$ cat src/rtl/fft_output_serializer.sv
// FFT output serializer: accepts even/odd sample pairs into a circular FIFO and
// streams one {sample, bin index} per cycle. Optional macro FFT_SER_SCALE_EN scales by 1/N.
module fft_output_serializer #(
  parameter int N         = 32,
  parameter int word_size = 16,
  parameter int DEPTH     = 8,
  parameter int AW        = $clog2(N)
) (
  input  logic                   clk,
  input  logic                   reset,
  input  logic                   in_valid,
  input  logic [2*word_size-1:0] in_samp1,
  input  logic [2*word_size-1:0] in_samp2,
  input  logic [AW-1:0]          in_addr1,
  output logic                   in_ready,
  input  logic                   m_ready,
  output logic                   m_valid,
  output logic [2*word_size-1:0] m_data,
  output logic [AW-1:0]          m_index,
  output logic                   m_last,
  output logic                   frame_done,
  output logic                   overflow
);

  localparam int SW = 2 * word_size;
  localparam int PW = $clog2(DEPTH);
  localparam int CW = PW + 1;

  logic [SW-1:0] data_mem [DEPTH];
  logic [AW-1:0] idx_mem  [DEPTH];

  logic [PW-1:0] wr_ptr;
  logic [PW-1:0] rd_ptr;
  logic [CW-1:0] count;
  logic [CW-1:0] count_nxt;
  logic [CW-1:0] free_slots;
  logic          push;
  logic          pop;
  logic          drop;
  logic [SW-1:0] store1;
  logic [SW-1:0] store2;
  logic [AW-1:0] addr_odd;

  // Floor-scaling by 2^AW is an arithmetic shift of each signed component.
  function automatic logic [SW-1:0] prep_sample(input logic [SW-1:0] s);
`ifdef FFT_SER_SCALE_EN
    logic signed [word_size-1:0] re;
    logic signed [word_size-1:0] im;
    logic signed [word_size-1:0] re_s;
    logic signed [word_size-1:0] im_s;
    re   = s[SW-1:word_size];
    im   = s[word_size-1:0];
    re_s = re >>> AW;
    im_s = im >>> AW;
    return {re_s, im_s};
`else
    return s;
`endif
  endfunction

  assign free_slots = CW'(DEPTH) - count;
  assign in_ready   = (free_slots >= CW'(2));
  assign push       = in_valid && in_ready;
  assign drop       = in_valid && !in_ready;

  assign m_valid    = (count != '0);
  assign m_data     = data_mem[rd_ptr];
  assign m_index    = idx_mem[rd_ptr];
  assign m_last     = m_valid && (m_index == AW'(N - 1));
  assign pop        = m_valid && m_ready;

  assign store1     = prep_sample(in_samp1);
  assign store2     = prep_sample(in_samp2);
  assign addr_odd   = in_addr1 | AW'(1);

  always_comb begin
    count_nxt = count;
    if (push) count_nxt = count_nxt + CW'(2);
    if (pop)  count_nxt = count_nxt - CW'(1);
  end

  always_ff @(posedge clk) begin
    if (reset) begin
      wr_ptr     <= '0;
      rd_ptr     <= '0;
      count      <= '0;
      overflow   <= 1'b0;
      frame_done <= 1'b0;
    end else begin
      count      <= count_nxt;
      frame_done <= pop && m_last;
      if (push) wr_ptr <= wr_ptr + PW'(2);
      if (pop)  rd_ptr <= rd_ptr + PW'(1);
      if (drop) overflow <= 1'b1;
    end
  end

  // Storage is deliberately left unreset; count gating keeps stale entries invisible.
  always_ff @(posedge clk) begin
    if (push && !reset) begin
      data_mem[wr_ptr]          <= store1;
      idx_mem[wr_ptr]           <= in_addr1;
      data_mem[wr_ptr + PW'(1)] <= store2;
      idx_mem[wr_ptr + PW'(1)]  <= addr_odd;
    end
  end

endmodule

$ cat config.mk
export PLATFORM = sky130hd
export DESIGN_NAME = fft_output_serializer
export DESIGN_NICKNAME = d
export VERILOG_FILES = /design/src/rtl/fft_output_serializer.sv
export SDC_FILE = /design/constraint.sdc
export NUM_CORES = 1
export LEC_CHECK = 0
export CAP_MARGIN = 20
export CORE_ASPECT_RATIO = 2
export CORE_UTILIZATION = 40
export DETAILED_ROUTE_END_ITERATION = 16
export GPL_TIMING_DRIVEN = 0
export PLACE_DENSITY = 0.68
export SLEW_MARGIN = 0
export SYNTH_ARGS = -nofsm -noshare
export SYNTH_HDL_FRONTEND = slang
export SYNTH_SLANG_ARGS = --single-unit
$ cat constraint.sdc
create_clock -name clk -period 6.9 [get_ports clk]
set_clock_uncertainty 0.15 [all_clocks]
set_input_delay 2.07 -clock clk [delete_from_list [all_inputs] [get_ports clk]]
set_output_delay 2.07 -clock clk [all_outputs]
set_load 0.03 [all_outputs]
======== Word-level counts from Yosys, hierarchy flattened ========
Memories as Yosys holds them, arrays and structs flattened. A register that Yosys moved wholly into a read port is not among the register bits.
Index checks and enable logic that the tools add are counted.
W data, S select, Z words.
word-level totals
  memories kept ........................... 2
  register bits after elaboration ......... 12
  output and inout port bits .............. 42
  RAM bits ................................ 296
  input bits .............................. 73
  word-level logic and storage cells ...... 32
memories
  memory    depth  bits a word  read ports  clocked after memory_dff  wr ports  RTL line  source
  data_mem  8      32           1           1                         2         29        logic [SW-1:0] data_mem [DEPTH];
  idx_mem   8      5            1           1                         2         30        logic [AW-1:0] idx_mem [DEPTH];
operators by class
  reduce and logical (&&, ||, !) cells .... 9
  equal/unequal tests ..................... 1
  order comparisons ....................... 1
  muxes and demuxes ....................... 8
  add/sub/neg operators ................... 6
operator list
  operator               number
  $mux W3                4
  $mux W4                2
  $add A3 B1 Y3 const B  2
  $logic_and A1 B1 Y1    6
  $eq A5 B5 Y1 const B   1
  $add A4 B2 Y4 const B  1
  $ge A4 B2 Y1 const B   1
  $reduce_bool A4 Y1     1
  $sub A4 B1 Y4 const B  1
  $sub A4 B4 Y4 const A  1
  $add A3 B2 Y3 const B  1
  $logic_not A1 Y1       2
  $mux W1                2

======== Logic depth before layout (Yosys ltp) ========
Gate-level depths: netlist (run 1).
  depth in word-level cells ............... 6
  gate-level depth with buffers ........... 10
  depth with buffers taken out ............ 10

======== Worst setup path before layout (run 1) ========
OpenSTA, ideal clock, no wires.
  path kind ............................... input to register
  from .................................... input port in_valid
  to ...................................... memory data_mem[0][0] in the netlist's numbering (enable)
  arrival time ............................ 4.099 ns
  library setup time ...................... 0.435 ns
  required time ........................... 6.315 ns
  path buffers ............................ 0
  path slack .............................. 2.216 ns
  cell stages on the path ................. 4
  path through ............................ inv_1 a21o_1 nor2_1 and2_1
RTL lines
  what         RTL line  source
  from (decl)  11        input logic in_valid,
  to (decl)    29

==> results of run 1 <==
## cell families after synthesis
family,after synthesis
AO/OA/AOI/OAI,12
AND/OR/NAND/NOR,33
XOR/XNOR,7
adder cells (fa/ha/maj),10
flip-flops,290
buffers and inverters,29
multiplexers,104
## per-stage QoR
| stage | cell area, sq um | util [%] |
|---|---|---|
| after CTS | 13600 | 50.1 |
| after global placement | 12700 | 46.7 |
| after detailed placement | 12800 | 47.1 |
| final | 13600 | 50.1 |
| after global routing | 13600 | 50.1 |
| after floorplan | 11100 | - |
## how the worst max path moves through the flow
stage	endpoint	cells after the start
2_1_floorplan	data_mem[0][0]	4
3_3_place_gp	data_mem[1][6]	5
3_5_place_dp	m_data[4]	6
4_1_cts	m_data[4]	6
5_1_grt	m_data[30]	6
6_report	m_data[30]	6
## final cells by class
class	instances	area share, %
sequential	290	63.0
tap	348	3.20
timing repair buffer	118	9.09
clock buffer	33	4.82
multi-input combinational	166	17.7
inverter	8	0.221
buffer	21	0.718
antenna	2	0.0368
clock inverter	12	1.21
## registers in the layout (all words and copies together), names as in the netlist, named ones only
register / count
overflow: 1
data_mem: 256
rd_ptr: 3
idx_mem: 20
count: 4
wr_ptr: 2
frame_done: 1
## layer usage
layer	up-vias	track usage (%)
li1	2304	-
met1	2743	17.6
met2	114	31.3
met3	37	2.02
met4	0	6.40
met5	-	0
## cells in the mapped netlist (all sizes together)
cell type	number	area, sq um
mux2	33	372
and2	5	31.3
nor2	11	41.3
o21bai	1	11.3
a221oi	1	15.0
inv	8	30.0
nand2b	2	12.5
nand2	7	26.3
xnor2	6	52.6
nor3b	2	15.0
dfxtp	14	280
or3	1	7.51
nor3	2	15.0
edfxtp	276	8290
clkbuf	6	22.5
or4	1	11.3
buf	15	75.1
mux4	69	1550
a211oi	2	15.0
nand3	1	5.00
nor2b	1	6.26
ha	10	125
a21o	2	15.0
o31ai	1	7.51
a31oi	1	6.26
a21oi	4	23.8
mux2i	2	20.0
xor2	1	8.76
## where the power goes
part,switching (mW),total (mW),internal (mW)
Combinational,0.870,1.63,0.758
Clock,0.588,1.41,0.821
Sequential,0.0620,2.22,2.15
Total,1.52,5.25,3.73
## critical path: cells and delay by family, from the launching register on
| family | cells | cell delay [ps] |
|---|---|---|
| buffers and inverters | 4 | 1780 |
| multiplexers | 2 | 660 |
| flip-flops | 1 | 300 |
==> results.md, run 1 <==
- Final global-route overflow total: 0
- Slowest stage delay, CP: 600 ps
- # fillers: 2186
- Worst-path maximum fanout: 10
- Die height: 238 um
- Post-synthesis adder-cell area fraction: 1.13%
- Reg2reg path depth: 8
- Pwr per Cell Area: 386 nW/um^2
- Crit Reg-Reg Startpoint: count[1]
- Dpl hpwl: 14.5 mm
- Post-cts resize count: 0
- Reg area: 8570 sq um
- Initial antenna violation count: 2
- Drt wl/cell: 22.4 um
- Routed WL: 22.3 mm
- Post-synthesis register bit count: 290
- Register-to-register setup slack: 3950 ps
- Synth Area in XOR/XNOR: 0.553%
- Setup Buffers After CTS: 0
- Vias: 5198
- Met3 wire length: 698 um
- Most frequent CP cell: buf_2
- Endpoint type of the worst setup path: output port
- Largest net degree at the start of global routing: 49
- Commonest non-fill, non-tap cell in the layout: edfxtp_1
- Post-CTS Hold Buffers: 0
- Sink of the worst hold path: overflow
- Vias per inst: 5.21
- Startpoint types: flop
- Post-layout worst setup margin: 1410 ps
- Clock latency on the worst-skew pair: 510 ps
- Max_cap viols: 0
- Worst Path Class, Setup: reg -> out
- RSZ-0062 raised after global routing: false
- Core ar.: 27100 sq um
- Final Max Tran Viols: 0
- Total clock buffers created by CTS: 25
- Total Power: 5.25 mW
- Status: completed
- Worst vdd ir: 0.000169 V
- Largest family of logic cells by synthesized area: multiplexers
- Hold path start: overflow
- Area delta synth->final: 22.6%
- Finish-stage setup viols: 0
- Compound-cell area share of the yosys netlist: 0.846%
- Worst path arrival time: 3270 ps
- Met2 Routed Length: 13.0 mm
- Worst Max-Slew Pin Slew: 817 ps
- IO Pins: 115
- Die ar.: 28400 sq um
- CTS tree: yes
- Worst hold margin: 332 ps
- DRT iter0 DRCs: 393
- Setup WS pre-CTS: 1840 ps
- CTS Root Cell: clkbuf_16
- Gp weighted congestion: 0.711
- Clock Sinks: 290
- Synth warn: 0
- Slew headroom: 45.5%
- Met1 WL: 8.04 mm
- Drt pass-1 iters: 4
- H-tree level count: 1
- Vias in the first global route: 5942
- Fraction of layout cells with a size suffix above 1: 25.5%
- Cells after Synth: 485
- Post-Syn Nets: 568
- Tcrit/Tclk final: 79.5%
- Crit-path cells: buf_2 > clkbuf_1 > buf_2 > mux4_2 > mux2_2 > clkdlybuf4s50_1
- Antenna viol nets, final: 0
- Die X: 120 um
- CP max stage cell: clkdlybuf4s50_1
- Area of the multi-input gates: 2410 sq um
- Fin. Hold Viols: 0
- Port bufs: 114
- Post-Syn Area: 11100 sq um
- Most frequent cells in the layout: edfxtp_1 (276), clkdlybuf4s50_1 (114), mux4_2 (69), mux2_2 (32), clkbuf_16 (25)
- Remaining DRCs: 0
- Worst hold path stage count: 2
- Multiplexer area fraction after synthesis: 17.5%
- CP Data Required Time: 4680 ps
- Clk buf depth: 3
- Post-layout instance count excluding filler cells: 998
- Highest Signal Layer: met4
- Final #Nets: 713
- Seq/Total Area, Yosys: 77.2%
- GR Util All Layers: 16.2%
- Synth cell types: 31
- Synth Area in Simple Gates: 1.55%
- Min cycle time layout: 5490 ps
- Reg clk slew, reported paths: 70 ps
- Placed cells: 951
- Initial Utilization: 40.9%
- Num rows: 85
- Syn avg cell area: 22.9 sq um
- Max Clk Rate: 182 MHz
- Setup TNS: 0 ps
- Min-Delay Path Class: reg -> reg
- Worst flop-to-flop path endpoint: data_mem[6][6]
- Pleak: 4.30 nW
- First-pass GRT wire length: 34.1 mm
No activity file was read; power rests on OpenSTA's default activity.
==> inputs of run 2 (changes only) <==
--- a/config.mk
+++ b/config.mk
@@ -10,7 +10,7 @@
 export CORE_UTILIZATION = 40
 export DETAILED_ROUTE_END_ITERATION = 16
 export GPL_TIMING_DRIVEN = 0
-export PLACE_DENSITY = 0.68
+export PLACE_DENSITY = 0.7
 export SLEW_MARGIN = 0
 export SYNTH_ARGS = -nofsm -noshare
 export SYNTH_HDL_FRONTEND = slang
==> constraint.sdc (replaced) <==
create_clock -name clk -period 4.85 [get_ports clk]
set_clock_uncertainty 0.15 [all_clocks]
set_input_delay 1.455 -clock clk [delete_from_list [all_inputs] [get_ports clk]]
set_output_delay 1.455 -clock clk [all_outputs]
set_load 0.03 [all_outputs]
==> run 2 against run 1 <==
Net effect:
- utilization fell by 0.24 points
- global-route usage increased by 0.36 points
- clock power grew 30%
- flip-flop and latch count is the same
- via count is 0.73% higher
- wire length rose by 1.0%
- power increased by 39%
- sequential share of layout area increased by 0.31 points
- combinational power rose by 42%
- register-to-register slack lost 2000 ps
- hold slack worse by 17 ps
- die area unchanged
- critical endpoint is now m_data[27]
- highest routed layer unchanged
==> results.md, run 2 (synthesis results as in run 1) <==
- H-tree level count: 1 (unchanged)
- Worst path arrival time: 3070 ps (was 3270 ps)
- Most frequent CP cell: buf_2 (unchanged)
- Worst-path maximum fanout: 10 (unchanged)
- Die height: 238 um (unchanged)
- Met3 usage: 1.90% (was 2.02%)
- Worst Path Class, Setup: reg -> out (unchanged)
- Commonest non-fill, non-tap cell in the layout: edfxtp_1 (unchanged)
- Status: completed (unchanged)
- Max Clk Rate: 214 MHz
- Buf/Inv on CP: 3 (was 4)
- Register-to-register setup slack: 1980 ps (was 3950 ps)
- Largest net degree at the start of global routing: 45 (was 49)
- Met1 Track Usage GR: 17.2% (was 17.6%)
- Fin. Hold Viols: 0 (unchanged)
- Finish-stage setup viols: 0 (unchanged)
- Vias per inst: 5.26 (was 5.21)
- Setup Buffers After CTS: 0 (unchanged)
- Crit-path cells: buf_2 > buf_2 > mux4_2 > mux2_2 > clkdlybuf4s50_1 (was buf_2 > clkbuf_1 > buf_2 > mux4_2 > mux2_2 > clkdlybuf4s50_1)
- Gp weighted congestion: 0.706 (was 0.711)
- Vias: 5236 (was 5198)
- Area delta synth->final: 22.0% (was 22.6%)
- Min cycle time layout: 4670 ps
- Final Max Tran Viols: 0 (unchanged)
- RSZ-0062 raised after global routing: false (unchanged)
- Pleak: 4.26 nW (was 4.30 nW)
- Internal Power: 5.15 mW (was 3.73 mW)
- CTS tree: yes (unchanged)
- Drt wl/cell: 22.7 um (was 22.4 um)
- Die X: 120 um (unchanged)
- Sw Share: 29.6% (was 28.9%)
- GR Util All Layers: 16.6% (was 16.2%)
- Setup WS pre-CTS: 466 ps (was 1840 ps)
- GR peak layer: met2 (unchanged)
- Num rows: 85 (unchanged)
- Largest register FFs: 256 (unchanged)
- Final #Nets: 712 (was 713)
- Most frequent cells in the layout: edfxtp_1 (276), clkdlybuf4s50_1 (114), mux4_2 (69), mux2_2 (32), clkbuf_16 (25) (unchanged)
- Dpl hpwl: 14.7 mm (was 14.5 mm)
- Clock Power Share: 25.2% (was 26.8%)
- Drt pass-1 iters: 4 (unchanged)
- Total clock buffers created by CTS: 25 (unchanged)
- CP Data Required Time: 3240 ps (was 4680 ps)
- Worst Max-Slew Pin Slew: 794 ps (was 817 ps)
- CTS Root Cell: clkbuf_16 (unchanged)
- Worst vdd ir: 0.000344 V (was 0.000169 V)
- Slew headroom: 47.1% (was 45.5%)
- CP top delay family: buffers and inverters (unchanged)
- Vias in the first global route: 6007 (was 5942)
- Max_cap viols: 0 (unchanged)
- Core ar.: 27100 sq um (unchanged)
- Min-Delay Path Class: reg -> reg (unchanged)
- Final global-route overflow total: 0 (unchanged)
- Clock Sinks: 290 (unchanged)
- Antenna viol nets, final: 0 (unchanged)
- Initial antenna violation count: 1 (was 2)
- Fraction of layout cells with a size suffix above 1: 25.4% (was 25.5%)
- Port bufs: 114 (unchanged)
- First-pass GRT wire length: 34.7 mm (was 34.1 mm)
- DRT iter0 DRCs: 315 (was 393)
- Die ar.: 28400 sq um (unchanged)
- Endpoint type of the worst setup path: output port (unchanged)
- Routed WL: 22.6 mm (was 22.3 mm)
- Largest register by flop count: data_mem (unchanged)
- CP max stage cell: clkdlybuf4s50_1 (unchanged)
- IO Pins: 115 (unchanged)
- Comb pwr share: 31.7% (was 31.0%)
- Post-Route Utilization: 49.9% (was 50.1%)
- Clk buf depth: 3 (unchanged)
- Reg clk slew, reported paths: 70 ps (about the same)
- Startpoint types: flop (unchanged)
- Remaining DRCs: 0 (unchanged)
- Pwr per Cell Area: 540 nW/um^2 (was 386 nW/um^2)
- Post-CTS Hold Buffers: 0 (unchanged)
- Sw power: 2.16 mW (was 1.52 mW)
- Slowest stage delay, CP: 590 ps (was 600 ps)
- Initial Utilization: 40.9% (unchanged)
- Met2 usage: 33.0% (was 31.3%)
- Flop pwr share: 43.1% (was 42.2%)
- Tcrit/Tclk final: 96.4%
- Post-layout worst setup margin: 175 ps (was 1410 ps)
- Regs by FF count: data_mem x256, idx_mem x20, count x4 (unchanged)
- Clock latency on the worst-skew pair: 530 ps (was 510 ps)
==> run 2: power groups by stage <==
stage / clock network, mW / registers, mW / logic, mW
global placement: 0 / 3.21 / 2.26
CTS: 1.89 / 3.16 / 2.37
global route: 1.98 / 3.17 / 2.48
detailed placement: 0 / 3.21 / 2.36
finish: 1.84 / 3.15 / 2.32
floorplan: 0 / 3.20 / 1.54
==> run 2: routing by layer <==
layer	part of all wire, %	vias up
met2	60	126
met4	2.9	0
met3	3.3	37
li1	-	2304
met5	0	-
met1	34	2769
==> run 2: worst paths after layout <==
kind / start / to / depth (start not counted)
worst max register to register: count[1] / data_mem[5][13] / 8
worst min-delay path: overflow / overflow / 2
worst min register to register: overflow / overflow / 2
worst max-delay path: flop / m_data[27] / 5
==> run 2: through the flow <==
| step | cells | TNS (ps) | hold WS, ps | total power, mW | area, sq um |
|---|---|---|---|---|---|
| 5_1_grt | 995 | 0 | 347 | 7.64 | 13500 |
| 3_5_place_dp | 951 | 0 | 306 | 5.57 | 12800 |
| 6_report | 995 | 0 | 315 | 7.31 | 13500 |
| 3_3_place_gp | 947 | -210210 | 307 | 5.47 | 12700 |
| 4_1_cts | 994 | 0 | 322 | 7.41 | 13500 |
| 2_1_floorplan | 485 | 0 | 304 | 4.73 | 11100 |
==> run 2: tightest hold or removal path: cells and delay by family (launching register included) <==
family	cells	cell delay (ps)
AO/OA/AOI/OAI	1	40
flip-flops	1	330
AND/OR/NAND/NOR	1	70
==> run 2: area by class of cell <==
cell class / count / area [sq um]
tap: 348 / 435
buffer: 20 / 106
timing repair buffer: 118 / 1240
inverter: 8 / 30.0
sequential: 290 / 8570
antenna: 1 / 2.50
clock buffer: 32 / 652
fill: 2157 / 13600
clock inverter: 12 / 87.6
multi-input combinational: 166 / 2410
==> run 2: what timing repair did <==
item                       4_1_cts  5_1_grt
setup endpoints to repair       32       11
gates resized for setup          0       10
hold endpoints to repair         0        0
pin swaps                        0        0
